[config.mk]
export PLATFORM = sky130hd
export DESIGN_NAME = opll_write_sequencer
export DESIGN_NICKNAME = d
export VERILOG_FILES = /design/src/rtl/opll_bus_pkg.sv /design/src/rtl/opll_wr_fifo.sv /design/src/rtl/opll_write_sequencer.sv
export SDC_FILE = /design/constraint.sdc
export NUM_CORES = 1
export LEC_CHECK = 0
export CAP_MARGIN = 5
export CORE_UTILIZATION = 40
export CTS_CLUSTER_SIZE = 30
export DETAILED_ROUTE_END_ITERATION = 8
export PLACE_DENSITY = 0.66
export SLEW_MARGIN = 15
export SYNTH_ARGS = -nofsm -noshare
export SYNTH_HDL_FRONTEND = slang
export SYNTH_HIERARCHICAL = 1
export SYNTH_SLANG_ARGS = --single-unit
[constraint.sdc]
create_clock -name clk -period 4.6 [get_ports clk]
set_clock_uncertainty 0.2 [all_clocks]
set_input_delay 0.46 -clock clk [delete_from_list [all_inputs] [get_ports clk]]
set_output_delay 0.46 -clock clk [all_outputs]
set_load 0.1 [all_outputs]
[src/rtl/opll_bus_pkg.sv]
// Shared types and default timing constants for the OPLL bus write sequencer.
`default_nettype none

package opll_bus_pkg;

  localparam int DEF_FIFO_DEPTH = 4;
  localparam int DEF_WR_PULSE   = 4;
  localparam int DEF_ADDR_WAIT  = 12;
  localparam int DEF_DATA_WAIT  = 84;
  localparam int DEF_INIT_WAIT  = 1024;

  typedef enum logic [2:0] {
    ST_INIT     = 3'd0,
    ST_IDLE     = 3'd1,
    ST_ADDR_WR  = 3'd2,
    ST_ADDR_GAP = 3'd3,
    ST_DATA_WR  = 3'd4,
    ST_DATA_GAP = 3'd5
  } state_t;

  typedef struct packed {
    logic [7:0] addr;
    logic [7:0] data;
  } pair_t;

  // Counter width large enough for (longest wait - 1); never narrower than one bit.
  function automatic int cnt_width(input int a, input int b, input int c, input int d);
    int m;
    m = a;
    if (b > m) m = b;
    if (c > m) m = c;
    if (d > m) m = d;
    return ($clog2(m) < 1) ? 1 : $clog2(m);
  endfunction

endpackage

`default_nettype wire

[src/rtl/opll_wr_fifo.sv]
// Synchronous FIFO of (addr,data) pairs with occupancy level; head is read combinationally.
`default_nettype none

module opll_wr_fifo
  import opll_bus_pkg::*;
#(
  parameter int DEPTH = DEF_FIFO_DEPTH
) (
  input  logic                     clk,
  input  logic                     rst_n,
  input  logic                     push,
  input  logic                     pop,
  input  pair_t                    wdata,
  output pair_t                    rdata,
  output logic                     full,
  output logic                     empty,
  output logic [$clog2(DEPTH):0]   level
);

  localparam int PW = $clog2(DEPTH);
  localparam logic [PW:0] FULL_LVL = (PW+1)'(DEPTH);

  pair_t          mem [DEPTH];
  logic [PW-1:0]  wr_ptr;
  logic [PW-1:0]  rd_ptr;
  logic           push_ok;
  logic           pop_ok;

  assign full    = (level == FULL_LVL);
  assign empty   = (level == '0);
  assign push_ok = push && !full;
  assign pop_ok  = pop && !empty;
  assign rdata   = mem[rd_ptr];

  always_ff @(posedge clk) begin
    if (push_ok) mem[wr_ptr] <= wdata;
  end

  // Depth is a power of two, so pointer overflow is the modulo wrap.
  always_ff @(posedge clk) begin
    if (!rst_n) begin
      wr_ptr <= '0;
      rd_ptr <= '0;
      level  <= '0;
    end else begin
      if (push_ok) wr_ptr <= wr_ptr + 1'b1;
      if (pop_ok)  rd_ptr <= rd_ptr + 1'b1;
      case ({push_ok, pop_ok})
        2'b10:   level <= level + 1'b1;
        2'b01:   level <= level - 1'b1;
        default: level <= level;
      endcase
    end
  end

endmodule

`default_nettype wire

[src/rtl/opll_write_sequencer.sv]
// Queues host register writes and replays them as spaced address/data strobes on the OPLL bus.
`default_nettype none

module opll_write_sequencer
  import opll_bus_pkg::*;
#(
  parameter int FIFO_DEPTH = DEF_FIFO_DEPTH,
  parameter int WR_PULSE   = DEF_WR_PULSE,
  parameter int ADDR_WAIT  = DEF_ADDR_WAIT,
  parameter int DATA_WAIT  = DEF_DATA_WAIT,
  parameter int INIT_WAIT  = DEF_INIT_WAIT
) (
  input  logic                          clk,
  input  logic                          rst_n,
  input  logic                          req_valid,
  output logic                          req_ready,
  input  logic [7:0]                    req_addr,
  input  logic [7:0]                    req_data,
  output logic [7:0]                    o_D,
  output logic                          o_A0,
  output logic                          o_WR_n,
  output logic                          o_CS_n,
  output logic                          busy,
  output logic [$clog2(FIFO_DEPTH):0]   fifo_level
);

  localparam int CNT_W = cnt_width(INIT_WAIT, DATA_WAIT, ADDR_WAIT, WR_PULSE);
  localparam logic [CNT_W-1:0] LD_INIT  = CNT_W'(INIT_WAIT - 1);
  localparam logic [CNT_W-1:0] LD_PULSE = CNT_W'(WR_PULSE - 1);
  localparam logic [CNT_W-1:0] LD_AGAP  = CNT_W'(ADDR_WAIT - 1);
  localparam logic [CNT_W-1:0] LD_DGAP  = CNT_W'(DATA_WAIT - 1);

  state_t           state;
  logic [CNT_W-1:0] cnt;
  pair_t            head;
  pair_t            hold;
  pair_t            wpair;
  logic             full;
  logic             empty;
  logic             push;
  logic             pop;
  logic             cnt_zero;

  assign cnt_zero  = (cnt == '0);
  assign req_ready = rst_n && !full;
  assign push      = req_valid && req_ready;
  assign pop       = !empty &&
                     ((state == ST_IDLE) || ((state == ST_DATA_GAP) && cnt_zero));
  assign busy      = rst_n && (!empty || !((state == ST_IDLE) || (state == ST_INIT)));
  assign wpair     = '{addr: req_addr, data: req_data};

  opll_wr_fifo #(
    .DEPTH (FIFO_DEPTH)
  ) u_fifo (
    .clk   (clk),
    .rst_n (rst_n),
    .push  (push),
    .pop   (pop),
    .wdata (wpair),
    .rdata (head),
    .full  (full),
    .empty (empty),
    .level (fifo_level)
  );

  // Strobe follows the state register by one cycle, so D/A0 (set on *_WR entry)
  // lead the falling edge by a full cycle.
  always_ff @(posedge clk) begin
    if (!rst_n) begin
      state  <= ST_INIT;
      cnt    <= LD_INIT;
      hold   <= '0;
      o_D    <= '0;
      o_A0   <= 1'b0;
      o_WR_n <= 1'b1;
      o_CS_n <= 1'b1;
    end else begin
      o_WR_n <= !((state == ST_ADDR_WR) || (state == ST_DATA_WR));
      o_CS_n <= !((state == ST_ADDR_WR) || (state == ST_DATA_WR));
      case (state)
        ST_INIT: begin
          if (cnt_zero) state <= ST_IDLE;
          else          cnt   <= cnt - 1'b1;
        end
        ST_IDLE: begin
          if (pop) begin
            hold  <= head;
            o_D   <= head.addr;
            o_A0  <= 1'b0;
            cnt   <= LD_PULSE;
            state <= ST_ADDR_WR;
          end
        end
        ST_ADDR_WR: begin
          if (cnt_zero) begin
            cnt   <= LD_AGAP;
            state <= ST_ADDR_GAP;
          end else begin
            cnt <= cnt - 1'b1;
          end
        end
        ST_ADDR_GAP: begin
          if (cnt_zero) begin
            o_D   <= hold.data;
            o_A0  <= 1'b1;
            cnt   <= LD_PULSE;
            state <= ST_DATA_WR;
          end else begin
            cnt <= cnt - 1'b1;
          end
        end
        ST_DATA_WR: begin
          if (cnt_zero) begin
            cnt   <= LD_DGAP;
            state <= ST_DATA_GAP;
          end else begin
            cnt <= cnt - 1'b1;
          end
        end
        ST_DATA_GAP: begin
          if (cnt_zero) begin
            if (pop) begin
              hold  <= head;
              o_D   <= head.addr;
              o_A0  <= 1'b0;
              cnt   <= LD_PULSE;
              state <= ST_ADDR_WR;
            end else begin
              state <= ST_IDLE;
            end
          end else begin
            cnt <= cnt - 1'b1;
          end
        end
        default: begin
          cnt   <= LD_INIT;
          state <= ST_INIT;
        end
      endcase
    end
  end

endmodule

`default_nettype wire

==> flow_summary.yaml <==
logic_synthesis:
  synth_edf_count: 64
  syn_nets: 389
  synthFlopType: "edfxtp_1"
  syn-instance-count: 363
  yosys_warnings: 6
  synth_area_leaders: "edfxtp_1 (41%), dfxtp_1 (17%), mux4_2 (7.8%), mux2i_1 (2.4%), o21ai_0 (2.4%)"
  synth_area_leader_cell: "edfxtp_1"
  yosysSeqAreaShare_pct: 58.6
  yosysUniqueCellTypes: 62
  synth.avg_cell_area_um2: 12.8
  synth_top_area_share_pct: 41.4
  synth_area_mm2: 0.00465
  synth_seq_cells: 104
  async_flop_share_pct: 0
hold_path:
  min_path_cells: 2
  min_to: "o_D[5]"
  hold_class: "register to register"
  hold_path_startpoint: "o_D[5]"
cts:
  ctsResizeCount: 0
  cts_inserted_buffers: 9
  cts_setup_buffers: 0
  htreeDepth: 3
  clk_latency_ns: 0.34
  cts_hold_buf: 0
  clkTransAtPathRegs_ns: 0.07
  cts_tree: "built"
  cts.sinks: 104
  cts.root.buffer_cell: "clkbuf_16"
  clockBufferDepth: 2
placed_design:
  pre_cts_ws_ns: 0.744
  hpwl_mm: 5.73
  dp.cells: 514
  place.gp.congestion: 0.849
  io_buffer_count: 34
setup_path:
  reg2reg_to: "u_fifo/level[2]"
  required_ns: 4.68
  reg2reg_setup_slack_ns: 0.70
  worst-setup-path-type: "register to register"
  reg2reg_depth: 13
  critPathLaunch: "cnt[1]"
  critPathLaunchType: "register"
  cp_data_arrival_time_ns: 3.98
  endpoint_kind: "register"
  cp_max_fo: 19
  rr_startpoint: "cnt[1]"
detailed_routing:
  route.detailed.drc: 0
  vias: 2935
  wl_per_cell_um: 16.8
  drt_iter0_drc: 207
  vias_per_cell: 5.54
  antenna_left: 0
  drt_wl_total_mm: 8.92
  drt-pass1-iter-count: 4
sta:
  maxSlewViolCount: 0
  setup_viol: 0
  rsz0062_at_grt: "false"
  hold_ws_ns: 0.269
  tightest_slew_ns: 1.02
  min_period_over_period_pct: 84.7
  clock.fmax_ghz: 0.257
  setup_slack_ns: 0.702
  fin_tns_setup_ns: 0
  final_hold_viol_count: 0
  min_period_ns: 3.90
  slew_headroom_pct: 31.6
global_routing:
  antenna_found_initial: 0
  grt_usage_pct: 16.3
  grt_overflow: 0
  grt_pass1_wl_mm: 14.6
  grt_pass1_vias: 2846
  grt_max_degree: 40
layout:
  drive_gt1_share_pct: 13.3
  final_nets: 411
  multi_input_area_mm2: 0.00170
  layout_commonest_cell: "edfxtp_1"
  register_area_mm2: 0.00272
  syn_to_final_growth_pct: 15.1
  final_cell_mix: "edfxtp_1 (64), dfxtp_1 (40), clkdlybuf4s50_1 (32), o21ai_0 (22), nand2_1 (21)"
  n_antenna_cell: 0
  instances_no_fill: 530
  fillers: 987
die:
  io_pins: 35
  die_x_um: 110
  initial_core_util_pct: 41.9
  die_h_um: 110
  coreArea_mm2: 0.0111
  num_rows: 38
  die_area_mm2: 0.0120
power_and_ir_drop:
  power_mw: 1.91
  p_per_area_mw_per_mm2: 358
  p_leak_nw: 1.80
  vdd_drop_max_mv: 0.219
flow_run:
  cap_viol_max_count: 0
outcome:
  status: "completed"
## worst max path at each step
stage,end,cells after the start
after global placement,u_fifo/level[2],13
after detailed placement,u_fifo/level[2],13
after floorplan,u_fifo/level[2],12
final,u_fifo/level[2],13
after CTS,u_fifo/level[2],13
after global routing,u_fifo/level[2],13
## per-stage QoR
step                      area [um^2]  util, %
final                            5350     48.3
after global routing             5350     48.3
after CTS                        5350     48.3
after detailed placement         5050     45.6
after global placement           5050     45.6
after floorplan                  4650        -
## state kept, by name (all words and copies together) (netlist names), named ones only
name           flops
u_fifo/mem        64
cnt               10
hold               8
o_D                8
state              3
u_fifo/level       3
u_fifo/rd_ptr      2
u_fifo/wr_ptr      2
o_A0               1
o_CS_n             1
## cells in the mapped netlist, types with 7 or more instances
cell	n
edfxtp_1	64
dfxtp_1	40
o21ai_0	22
nand2_1	21
nand3_1	19
mux4_2	16
a21oi_1	13
clkbuf_1	13
nor2_1	13
mux2i_1	11
o31ai_1	11
inv_1	10
and2_1	8
buf_2	7
## where the power goes
part / switching, mW / total [mW] / internal (mW)
Combinational: 0.0680 / 0.119 / 0.0510
Sequential: 0.0146 / 1.02 / 1.01
Clock: 0.341 / 0.771 / 0.430
## layer usage
metal | GRT usage [%] | vias to the layer above | share of wire [%]
met2 | 27.0 | 64 | 48
li1 | - | 1420 | -
met5 | 0 | - | 0
met3 | 4.33 | 15 | 3.7
met4 | 5.14 | 0 | 1.4
met1 | 20.9 | 1436 | 47
## critical path: stages, from the launching register on
cell,delay (ns)
dfxtp_1,0.36
inv_1,0.08
ha_1,0.18
or3b_1,0.52
o31ai_1,0.46
nand3_2,0.38
inv_1,0.19
nor2b_1,0.22
ha_1,0.21
inv_1,0.06
fa_1,0.37
xor2_1,0.16
or3_1,0.31
a21boi_1,0.14
## area by class of cell
type                       instances  area share (%)
sequential                       104            50.9
multi-input combinational        218            31.8
timing repair buffer              40            7.58
clock buffer                      11            4.35
tap                              140            3.28
clock inverter                     5            1.19
inverter                          12           0.842
## logic make-up (layout without fill, tap and decap cells)
family | Yosys count | after routing | synth area share, %
DFF | 104 | 104 | 58.6
adders and majority gates | 7 | 7 | 2.05
muxes | 28 | 28 | 10.4
xor gates and xnor gates | 6 | 6 | 1.13
AOI/OAI and AO/OA | 84 | 84 | 12.0
and+or+nand+nor | 93 | 93 | 11.1
buffers and inverters | 41 | 68 | 4.74
Power figures use the tool's default switching activity.
